--- src/rtl/single_display.sv ---
// HUB75 1/8-scan driver: renders the 6-bar screen code onto a 32x16 panel.
// Repeating row sequence: SHIFT(64) -> BLANK(1) -> LATCH(1) -> HOLD(HOLD_CYCLES).
module single_display #(
  parameter int HOLD_CYCLES = 64
) (
  input  logic       clk,
  input  logic       reset,
  input  logic [5:0] screen,
  output logic [5:0] rgb,
  output logic       lat,
  output logic       oe,
  output logic [2:0] abc,
  output logic       outclk
);

  localparam int HW = (HOLD_CYCLES > 1) ? $clog2(HOLD_CYCLES) : 1;
  localparam logic [HW-1:0] HOLD_LAST = HW'(HOLD_CYCLES - 1);

  typedef enum logic [1:0] {ST_SHIFT, ST_BLANK, ST_LATCH, ST_HOLD} state_t;

  state_t          state_q, state_d;
  logic [5:0]      cnt_q, cnt_d;
  logic [HW-1:0]   hold_q, hold_d;
  logic [2:0]      row_q, row_d;
  logic [2:0]      abc_q, abc_d;
  logic [5:0]      screen_q, screen_d;
  logic            run_q, run_d;
  logic            first_q, first_d;

  // run_q is low only while in reset, so outputs show the reset values until the first edge.
  always_ff @(posedge clk or negedge reset) begin
    if (!reset) begin
      state_q  <= ST_SHIFT;
      cnt_q    <= '0;
      hold_q   <= '0;
      row_q    <= '0;
      abc_q    <= '0;
      screen_q <= '0;
      run_q    <= 1'b0;
      first_q  <= 1'b1;
    end else begin
      state_q  <= state_d;
      cnt_q    <= cnt_d;
      hold_q   <= hold_d;
      row_q    <= row_d;
      abc_q    <= abc_d;
      screen_q <= screen_d;
      run_q    <= run_d;
      first_q  <= first_d;
    end
  end

  always_comb begin
    state_d  = state_q;
    cnt_d    = cnt_q;
    hold_d   = hold_q;
    row_d    = row_q;
    abc_d    = abc_q;
    screen_d = screen_q;
    run_d    = run_q;
    first_d  = first_q;
    if (!run_q) begin
      run_d    = 1'b1;
      screen_d = screen;
    end else begin
      case (state_q)
        ST_SHIFT: begin
          cnt_d = cnt_q + 6'd1;
          if (cnt_q == 6'd63) begin
            state_d = ST_BLANK;
            first_d = 1'b0;
          end
        end
        ST_BLANK: begin
          state_d = ST_LATCH;
          abc_d   = row_q;
        end
        ST_LATCH: begin
          state_d = ST_HOLD;
          hold_d  = '0;
        end
        default: begin
          if (hold_q == HOLD_LAST) begin
            state_d = ST_SHIFT;
            cnt_d   = '0;
            row_d   = row_q + 3'd1;
            // Frame snapshot taken as row 0 begins, so a frame never tears.
            if (row_q == 3'd7) screen_d = screen;
          end else begin
            hold_d = hold_q + HW'(1);
          end
        end
      endcase
    end
  end

  // Shift index k = cnt_q[5:1] drives column 31-k; its bar number is ~k[4:2].
  logic [7:0] bar_on;
  logic [2:0] bar_idx;
  logic       pix;

  always_comb begin
    bar_on  = {2'b00, screen_q[0], screen_q[1], screen_q[2],
               screen_q[3], screen_q[4], screen_q[5]};
    bar_idx = ~cnt_q[5:3];
    pix     = bar_on[bar_idx];
  end

  always_comb begin
    rgb    = '0;
    lat    = 1'b0;
    oe     = 1'b1;
    outclk = 1'b0;
    abc    = abc_q;
    if (run_q) begin
      case (state_q)
        ST_SHIFT: begin
          rgb    = {6{pix}};
          outclk = cnt_q[0];
          oe     = first_q;
        end
        ST_LATCH: lat = 1'b1;
        ST_HOLD:  oe  = 1'b0;
        default:  ;
      endcase
    end
  end

endmodule

--- config.mk ---
export PLATFORM = sky130hd
export DESIGN_NAME = single_display
export DESIGN_NICKNAME = d
export VERILOG_FILES = /design/src/rtl/single_display.sv
export SDC_FILE = /design/constraint.sdc
export NUM_CORES = 1
export LEC_CHECK = 0
export CAP_MARGIN = 10
export CELL_PAD_IN_SITES_DETAIL_PLACEMENT = 0
export CELL_PAD_IN_SITES_GLOBAL_PLACEMENT = 1
export CORE_MARGIN = 5
export CORE_UTILIZATION = 40
export CTS_CLUSTER_DIAMETER = 80
export DETAILED_ROUTE_END_ITERATION = 10
export PLACE_DENSITY = 0.79
export RECOVER_POWER = 25
export SYNTH_ARGS = -nofsm -noshare
export SYNTH_HDL_FRONTEND = slang
export SYNTH_SLANG_ARGS = --single-unit
--- constraint.sdc ---
create_clock -name clk -period 3.2 [get_ports clk]
set_clock_uncertainty 0.1 [all_clocks]
set_input_delay 0.48 -clock clk [delete_from_list [all_inputs] [get_ports clk]]
set_output_delay 0.48 -clock clk [all_outputs]
set_load 0.01 [all_outputs]
# Word level (Yosys, flattened, before mapping)

Index checks and enable logic that the tools add are counted.

Output and inout port bits: 12
Logic and storage cells: 61
Bits of input ports: 8
Bits in registers: 28

Bitwise logic cells: 4
Eq/ne operators: 11
Reduce and logical (&&, ||, !) cells: 13
Muxes and demuxes: 21
Order comparisons: 1
Add/subtract/negate cells: 3

Operator list:

| cell                                                                 | number |
|---|---|
| 6-bit two-way mux                                                    | 8 |
| 6-bit one-hot mux with 2 select lines                                | 2 |
| 3-bit AND reduction                                                  | 6 |
| 6-bit by 1-bit adder with 6-bit output, second input constant        | 2 |
| 6-bit == test, second input constant                                 | 2 |
| 1-bit two-way mux                                                    | 6 |
| 2-bit by 1-bit != test with 1-bit output, second input constant      | 3 |
| 2-bit one-hot mux with 3 select lines                                | 1 |
| 2-bit == test, second input constant                                 | 2 |
| 3-bit by 4-bit < comparator with 1-bit output, second input constant | 1 |
| 2-bit two-way mux                                                    | 2 |
| 2-bit != test, second input constant                                 | 2 |
| 4-bit nonzero test                                                   | 1 |
| 2-bit OR reduction                                                   | 2 |
| 3-bit by 1-bit adder with 3-bit output, second input constant        | 1 |
| 1-bit binary-select mux with 3-bit select                            | 1 |
| 3-bit == test, second input constant                                 | 1 |
| 1-bit NOT                                                            | 3 |
| 3-bit NOT                                                            | 1 |
| 3-bit OR reduction                                                   | 1 |
| 2-bit by 1-bit == test with 1-bit output, second input constant      | 1 |
| 2-bit zero test                                                      | 1 |
| 1-bit one-hot mux with 2 select lines                                | 1 |
| 2-bit AND reduction                                                  | 1 |
| 2-bit nonzero test                                                   | 1 |

# Logic depth before layout (Yosys ltp)

Gate-level depths: netlist of run 1.

Word-level depth: 5
Gate-level depth with buffers: 7
Gate-level depth less buffers: 6

# Least setup slack after synthesis of run 1

No wires, ideal clock.

Kind: flip-flop to output port
From: register state_q[0]
To: output port rgb[1]
Arrival time: 1.568 ns
Path buffers: 2
Cell stages (with the launch flop): 7
Slack: 1.052 ns
Data required time: 2.620 ns
Cell sequence: dfrtp_1 inv_1 ha_1 clkbuf_1 nand2_1 nor2_1 buf_4

Cells in the longest elaborated chain, start to end: 3

Ends and longest elaborated chain:

| what                     | line | source |
|---|---|---|
| start: declaration       | 21   | `state_t state_q, state_d;` |
| start signal: assignment | 42   | `state_q <= state_d;` |
| 2-bit zero test          | 116  | `case (state_q)` |
| 6-bit two-way mux        | 116  |  |
| 6-bit two-way mux        | 115  | `if (run_q) begin` |
| end: declaration         | 9    | `output logic [5:0] rgb,` |

No other way between the ends.

# Worst setup path after layout of run 1

From: register state_q[0]
To: output port rgb[5]

The elaborated chain is that of the path after synthesis.

==> results.md, run 1 <==
* Maximum fanout along the worst path at 13
* Via count at 1079
* CTS tree: built
* Post-Syn Area at 0.00156 mm2
* Core area at 0.00372 mm2
* Reg2reg start: state_q[0]
* Synth Area in XOR/XNOR at 0.00560
* Failing checks: max-capacitance violations, max-slew violations
* Worst hold slack at 0.370 ns
* I/O Buffers at 19
* Gate Count Post-Synth at 142
* Max Slew Vio Count at 29
* Synth warn at 0
* All-layer global routing usage at 0.121
* Clk slew on worst S/H paths at 0.09 ns
* Total grt overflow at 0
* Post-synthesis cell type count at 42
* Die area at 0.00526 mm2
* Final setup viols at 0
* CTS sink cnt at 28
* Sequential-to-total area share from yosys stat at 0.449
* IO Count at 20
* Combinational family with the most area after synthesis: compound AO/OA/AOI/OAI gates
* Post-DRT Antenna Nets at 0
* Metal-1 WL at 1380 um
* Maximum VDD drop at 0.000293 V
* Global placement routability congestion at 0.788
* Design Power at 1.27 mW
* Post-DP HPWL at 2170 um
* Vias per cell at 5.34
* Seq cells post-synth at 28
* Crit start category: flop
* Hold Path Class: flop to flop
* DR top layer: met4
* Synthesized area per cell at 11.0 um2
* Synth Net Count at 159
* CP Data Required Time at 2.62 ns
* Async SR Flop Fraction at 1.00
* EDFF count, synth at 0
* Pre-antenna DRT Iters at 4
* Worst Setup End Kind: output port
* Kind of critical path: flop to output port
* Final-stage net count at 172
* Die Y at 72.5 um
* Slew Limit Headroom at -0.0113
* Met2 WL at 1380 um
* Most frequent cells in the layout: dfrtp_1, clkdlybuf4s50_1, a21oi_1
* Final Hold Viols at 0
* Outcome: complete, but fails checks
* First-pass GRT wire length at 5200 um
* Drt total wl at 2910 um
* Fmax at 352 MHz
* Post-route minimum period at 2.84 ns
* Max Cap Viol at 1
* Final setup TNS at 0 ns
* Post-CTS Resized at 0
* Proportion of synthesized area in mux cells at 0.141
* Initial antenna violation count at 0
* Number of global-route vias before repair at 1115
* Max clock buf depth at 2
* Drt drc at 0
* Final Cycle Share at 0.889
* Synth Area in Adders at 0.0720
* Post-CTS Setup Bufs at 0
* Worst endpoint data arrival time at 2.26 ns
* Hold-fix buffers, CTS at 0
* Leakage power at 0.807 nW
* RSZ-0062 raised after global routing: no
* Reg2Reg Depth at 6
* Least-Margin Pin Slew at 1.52 ns
* Metal3 WL at 128 um
* Drt wl/cell at 14.4 um
* Proportion of layout cells with a drive suffix above 1 at 0.149
* Synth Area in Compound Gates at 0.152
* CTS H-tree lvls at 1
* Power Density at 706 mW/mm2
* Hold path startpoint: first_q
* R2r endpoint: hold_q[1]
* Largest net degree at the start of global routing at 29
* R2R Setup Slk at 1.00 ns
* Post-synth top flop: dfrtp_1
* Area grow syn2layout at 14.6%
* Initial DRC Count at 56
* Min-Delay Path Depth at 1
* Root buf cell: clkbuf_8
* Hold Path Sink: first_q
* Commonest non-fill, non-tap cell in the layout: dfrtp_1
* Synth Area in Simple Gates at 0.112
* PnR worst setup slack at 0.357 ns
* Die W at 72.5 um
* Post-place setup slack at 0.634 ns
* Clk Latency, worst-skew pair at 0.27 ns
* Row Count at 22
* Initial core utilization at 0.421
* Antenna fix cells at 0
* CTS Buf Count at 3
## final cells by class
class | count | area (um2)
fillers | 347 | 1920
inverters | 6 | 22.5
repair buffers | 20 | 194
flip-flops and latches | 28 | 702
clock buffers | 4 | 55.1
multi-input cells | 96 | 758
well taps | 48 | 60.1
## through the flow
step	std cells	instance area, um2	util
final	202	1790	0.482
after global routing	202	1790	0.482
after CTS	202	1800	0.483
after detailed placement	198	1740	0.468
after global placement	198	1740	0.468
after floorplan	142	1560	-
## worst max-delay path: stages, from the launching register on
cell	delay (ns)
dfrtp_1	0.45
inv_1	0.11
ha_1	0.39
nand2_1	0.13
nor2_1	0.30
clkdlybuf4s50_1	0.61
## flip-flops by register name, summed over array words and instances (netlist names)
| name | cells |
|---|---|
| first_q | 1 |
| row_q | 3 |
| abc | 3 |
| cnt_q | 6 |
| hold_q | 6 |
| screen_q | 6 |
| run_q | 1 |
| state_q | 2 |
## cells in the mapped netlist, types with 2 or more instances
library cell   n  area, um2
o21ai_0        6       30.0
mux2_4         6       90.1
nor2_1         8       30.0
buf_2          2       10.0
mux2i_1        4       40.0
a22o_1         2       17.5
nand3_1        4       20.0
buf_4          5       37.5
o2bb2ai_1      3       26.3
dfrtp_1       27        676
o211ai_1       2       15.0
nor3_1         6       30.0
clkbuf_1       3       11.3
inv_1          6       22.5
nand2_1        7       26.3
buf_6          2       22.5
a21o_1         2       15.0
mux2_2         6       67.6
ha_1           9        113
a21oi_1       10       50.1
## worst max path at each step
stage / cells after the start / slack (ns) / endpoint / from
after CTS: 5 / 0.33 / rgb[5] / state_q[0]
after floorplan: 6 / 1.05 / rgb[1] / state_q[0]
after global placement: 5 / 0.77 / rgb[0] / state_q[0]
after global routing: 5 / 0.21 / rgb[5] / state_q[0]
final: 5 / 0.36 / rgb[5] / state_q[0]
after detailed placement: 5 / 0.63 / rgb[5] / state_q[0]
## cells by family after synthesis
| family | Yosys count |
|---|---|
| DFF | 28 |
| xor gates and xnor gates | 1 |
| adders and majority gates | 9 |
| and+or+nand+nor | 34 |
| AOI/OAI and AO/OA | 34 |
| other | 1 |
| muxes | 17 |
| buffers and inverters | 18 |
## routing by layer
layer / vias to the layer above / global-route usage
met1: 528 / 0.169
met4: 0 / 0.0246
met5: - / 0
met3: 2 / 0.0360
met2: 18 / 0.186
li1: 531 / -
## report_power, final
| part | total (mW) | internal, mW | leakage [nW] | switching (mW) |
|---|---|---|---|---|
| clock network | 0.220 | 0.110 | 0.0288 | 0.110 |
| registers | 0.518 | 0.425 | 0.345 | 0.0927 |
| logic | 0.528 | 0.261 | 0.433 | 0.267 |
Power figures use the tool's default switching activity.
==> run 2: changes to the inputs <==
--- a/config.mk
+++ b/config.mk
@@ -11,6 +11,7 @@
 export CORE_MARGIN = 5
 export CORE_UTILIZATION = 40
 export CTS_CLUSTER_DIAMETER = 80
+export CTS_CLUSTER_SIZE = 10
 export DETAILED_ROUTE_END_ITERATION = 10
 export PLACE_DENSITY = 0.79
 export RECOVER_POWER = 25
==> results of run 2 <==
Final layout, timing and power as in run 1 (identical DEF).
==> run 3: changes to the inputs <==
--- a/config.mk
+++ b/config.mk
@@ -8,13 +8,13 @@
 export CAP_MARGIN = 10
 export CELL_PAD_IN_SITES_DETAIL_PLACEMENT = 0
 export CELL_PAD_IN_SITES_GLOBAL_PLACEMENT = 1
-export CORE_MARGIN = 5
+export CORE_MARGIN = 2
 export CORE_UTILIZATION = 40
 export CTS_CLUSTER_DIAMETER = 80
 export CTS_CLUSTER_SIZE = 10
 export DETAILED_ROUTE_END_ITERATION = 10
 export PLACE_DENSITY = 0.79
-export RECOVER_POWER = 25
+export SKIP_CTS_REPAIR_TIMING = 1
 export SYNTH_ARGS = -nofsm -noshare
 export SYNTH_HDL_FRONTEND = slang
 export SYNTH_SLANG_ARGS = --single-unit
==> run 3 against run 2 <==
The run now ends clean; design area grew 1.1%; largest power group unchanged; total power grew 4.8%; die area shrank 16%; first-iteration DRC count shrank 20%; sequential power is essentially flat; fmax grew 0.59%; sequential cell count is the same.
==> results.md, run 3 (synthesized netlist as in run 1, its figures left out) <==
* Outcome: completed
* Min-Delay Path Depth at 1 (unchanged)
* Final setup TNS at 0 ns (unchanged)
* Via count at 1083 (+0.37%)
* Multi-input gate area at 758 um2 (unchanged)
* IO Count at 20 (unchanged)
* Vias per cell at 5.36 (+0.37%)
* Maximum single-stage delay on the critical path at 0.61 ns (about the same)
* CTS sink cnt at 28 (unchanged)
* P_int at 855 uW (+7.4%)
* Reg2reg start: state_q[0]
* Core area at 0.00372 mm2 (unchanged)
* Post-DRT Antenna Nets at 0 (unchanged)
* Pre-antenna DRT Iters at 4 (unchanged)
* Area grow syn2layout at 15.8%
* Reg area at 702 um2 (unchanged)
* CTS H-tree lvls at 1 (unchanged)
* PnR worst setup slack at 0.373 ns (+0.0166 ns)
* Drt drc at 0 (unchanged)
* Largest net degree at the start of global routing at 29 (unchanged)
* Worst endpoint data arrival time at 2.25 ns (about the same)
* Final setup viols at 0 (unchanged)
* Clk Latency, worst-skew pair at 0.27 ns (about the same)
* Final Hold Viols at 0 (unchanged)
* Leakage power at 0.817 nW (+1.3%)
* Worst Setup End Kind: output port
* Die area at 0.00443 mm2 (-16%)
* Final-stage net count at 172 (unchanged)
* Fmax at 354 MHz (+0.59%)
* Least-Margin Pin Slew at 0.562 ns (-0.954 ns)
* I/O Buffers at 19 (unchanged)
* Row Count at 22 (unchanged)
* Total grt overflow at 0 (unchanged)
* Switching share of power at 0.356 (-0.0153)
* WP buf/inv at 2 (unchanged)
* Reg2Reg Depth at 6 (unchanged)
* Global placement routability congestion at 0.797 (+1.2%)
* Post-place setup slack at 0.669 ns (+0.0358 ns)
* Crit start category: flop
* Post-DP HPWL at 2260 um (+4.1%)
* Maximum VDD drop at 0.000280 V (-4.3%)
* Cells along the critical path: inv_1 > ha_1 > nand2_1 > nor2_1 > clkdlybuf4s50_1
* Worst hold slack at 0.366 ns (-0.00373 ns)
* Maximum fanout along the worst path at 13 (unchanged)
* Sequential Power Share at 0.391 (-0.018)
* Slew Limit Headroom at 0.622 (+0.633)
* Initial DRC Count at 45 (-20%)
* R2R Setup Slk at 1.07 ns (+0.07 ns)
* Proportion of layout cells with a drive suffix above 1 at 0.156 (+0.00649)
* All-layer global routing usage at 0.155 (+0.0334)
* First-pass GRT wire length at 5250 um (+1.1%)
* CP Data Required Time at 2.62 ns (about the same)
* Hold Path Class: flop to flop
* Drt wl/cell at 14.9 um (+3.6%)
* FILL cells at 340 (-2.0%)
* Comb power frac at 0.400 (-0.017)
* Drt total wl at 3020 um (+3.6%)
* Regs by FF count: cnt_q (6), hold_q (6), screen_q (6)
* Commonest non-fill, non-tap cell in the layout: dfrtp_1
* Max Cap Viol at 0 (-1)
* RSZ-0062 raised after global routing: no
* Final core utilization at 0.488 (+0.00539)
* Worst path slowest cell: clkdlybuf4s50_1
* Max Slew Vio Count at 0 (-100%)
* CTS tree: built
* Clk slew on worst S/H paths at 0.09 ns (about the same)
* R2r endpoint: hold_q[0]
* Root buf cell: clkbuf_8
* Design Power at 1.33 mW (+4.8%)
* Psw at 472 uW (+0.47%)
* Initial core utilization at 0.421 (unchanged)
* Die Y at 66.5 um (-8.3%)
* CTS Buf Count at 3 (unchanged)
* Family with the most delay on the worst path: buffers and inverters
* Most frequent cells in the layout: dfrtp_1, clkdlybuf4s50_1, a21oi_1
* Die W at 66.5 um (-8.3%)
* Kind of critical path: flop to output port
* Hold path startpoint: first_q
* Clk network pwr share at 0.208 (+0.034)
* Post-route minimum period at 2.83 ns (-0.0166 ns)
* Initial antenna violation count at 0 (unchanged)
* Number of global-route vias before repair at 1161 (+4.1%)
* Final Cycle Share at 0.883 (-0.00519)
* Antenna fix cells at 0 (unchanged)
* Max clock buf depth at 2 (unchanged)
* Hold Path Sink: first_q
* Power Density at 732 mW/mm2 (+3.6%)
-- run 3: cell count changes in the layout (fill, tap and decap cells not counted) --
cell             before  now
clkbuf_1              1    0
bufinv_16             0    1
clkdlybuf4s50_1      18   19
clkbuf_8              4    3
dlygate4sd3_1         1    0
buf_4                 0    1
-- run 3: stage by stage --
step                      cell area, um2  instances
after global routing                1810        202
final                               1810        202
after floorplan                     1560        142
after CTS                           1810        202
after global placement              1740        198
after detailed placement            1740        198
-- run 3: final cells by class --
cell class              instances  share of cell area
multi-input cells              96               0.419
flip-flops and latches         28               0.387
inverters                       6              0.0124
well taps                      48              0.0331
clock buffers                   3              0.0228
repair buffers                 20               0.109
clock inverters                 1              0.0166
-- run 3: power by group through the flow --
stage	clock [mW]	sequential, mW	combinational (mW)
after floorplan	0	0.492	0.415
after global placement	0	0.519	0.515
after detailed placement	0	0.525	0.533
after CTS	0.284	0.518	0.537
after global routing	0.301	0.533	0.604
final	0.276	0.519	0.531
-- run 3: worst max-delay path by stage --
| stage | startpoint | endpoint | slack (ns) | cells past startpoint |
|---|---|---|---|---|
| final | state_q[0] | rgb[4] | 0.37 | 5 |
| after global routing | state_q[0] | rgb[3] | 0.18 | 5 |
| after CTS | state_q[0] | rgb[4] | 0.35 | 5 |
| after detailed placement | state_q[0] | rgb[4] | 0.67 | 5 |
| after global placement | state_q[0] | rgb[1] | 0.77 | 5 |
| after floorplan | state_q[0] | rgb[1] | 1.05 | 6 |
-- run 3: worst register-to-register path, stage by stage, from the launching register on --
cell	delay [ns]
dfrtp_1	0.45
inv_1	0.10
ha_1	0.34
or3b_2	0.57
a21oi_1	0.26
mux2i_1	0.10
o21ai_0	0.15
-- run 3: layer usage --
layer	GRT usage	wire length [um]
met1	0.191	1310
met2	0.276	1600
met3	0.0304	76
met4	0.0357	30
met5	0	0
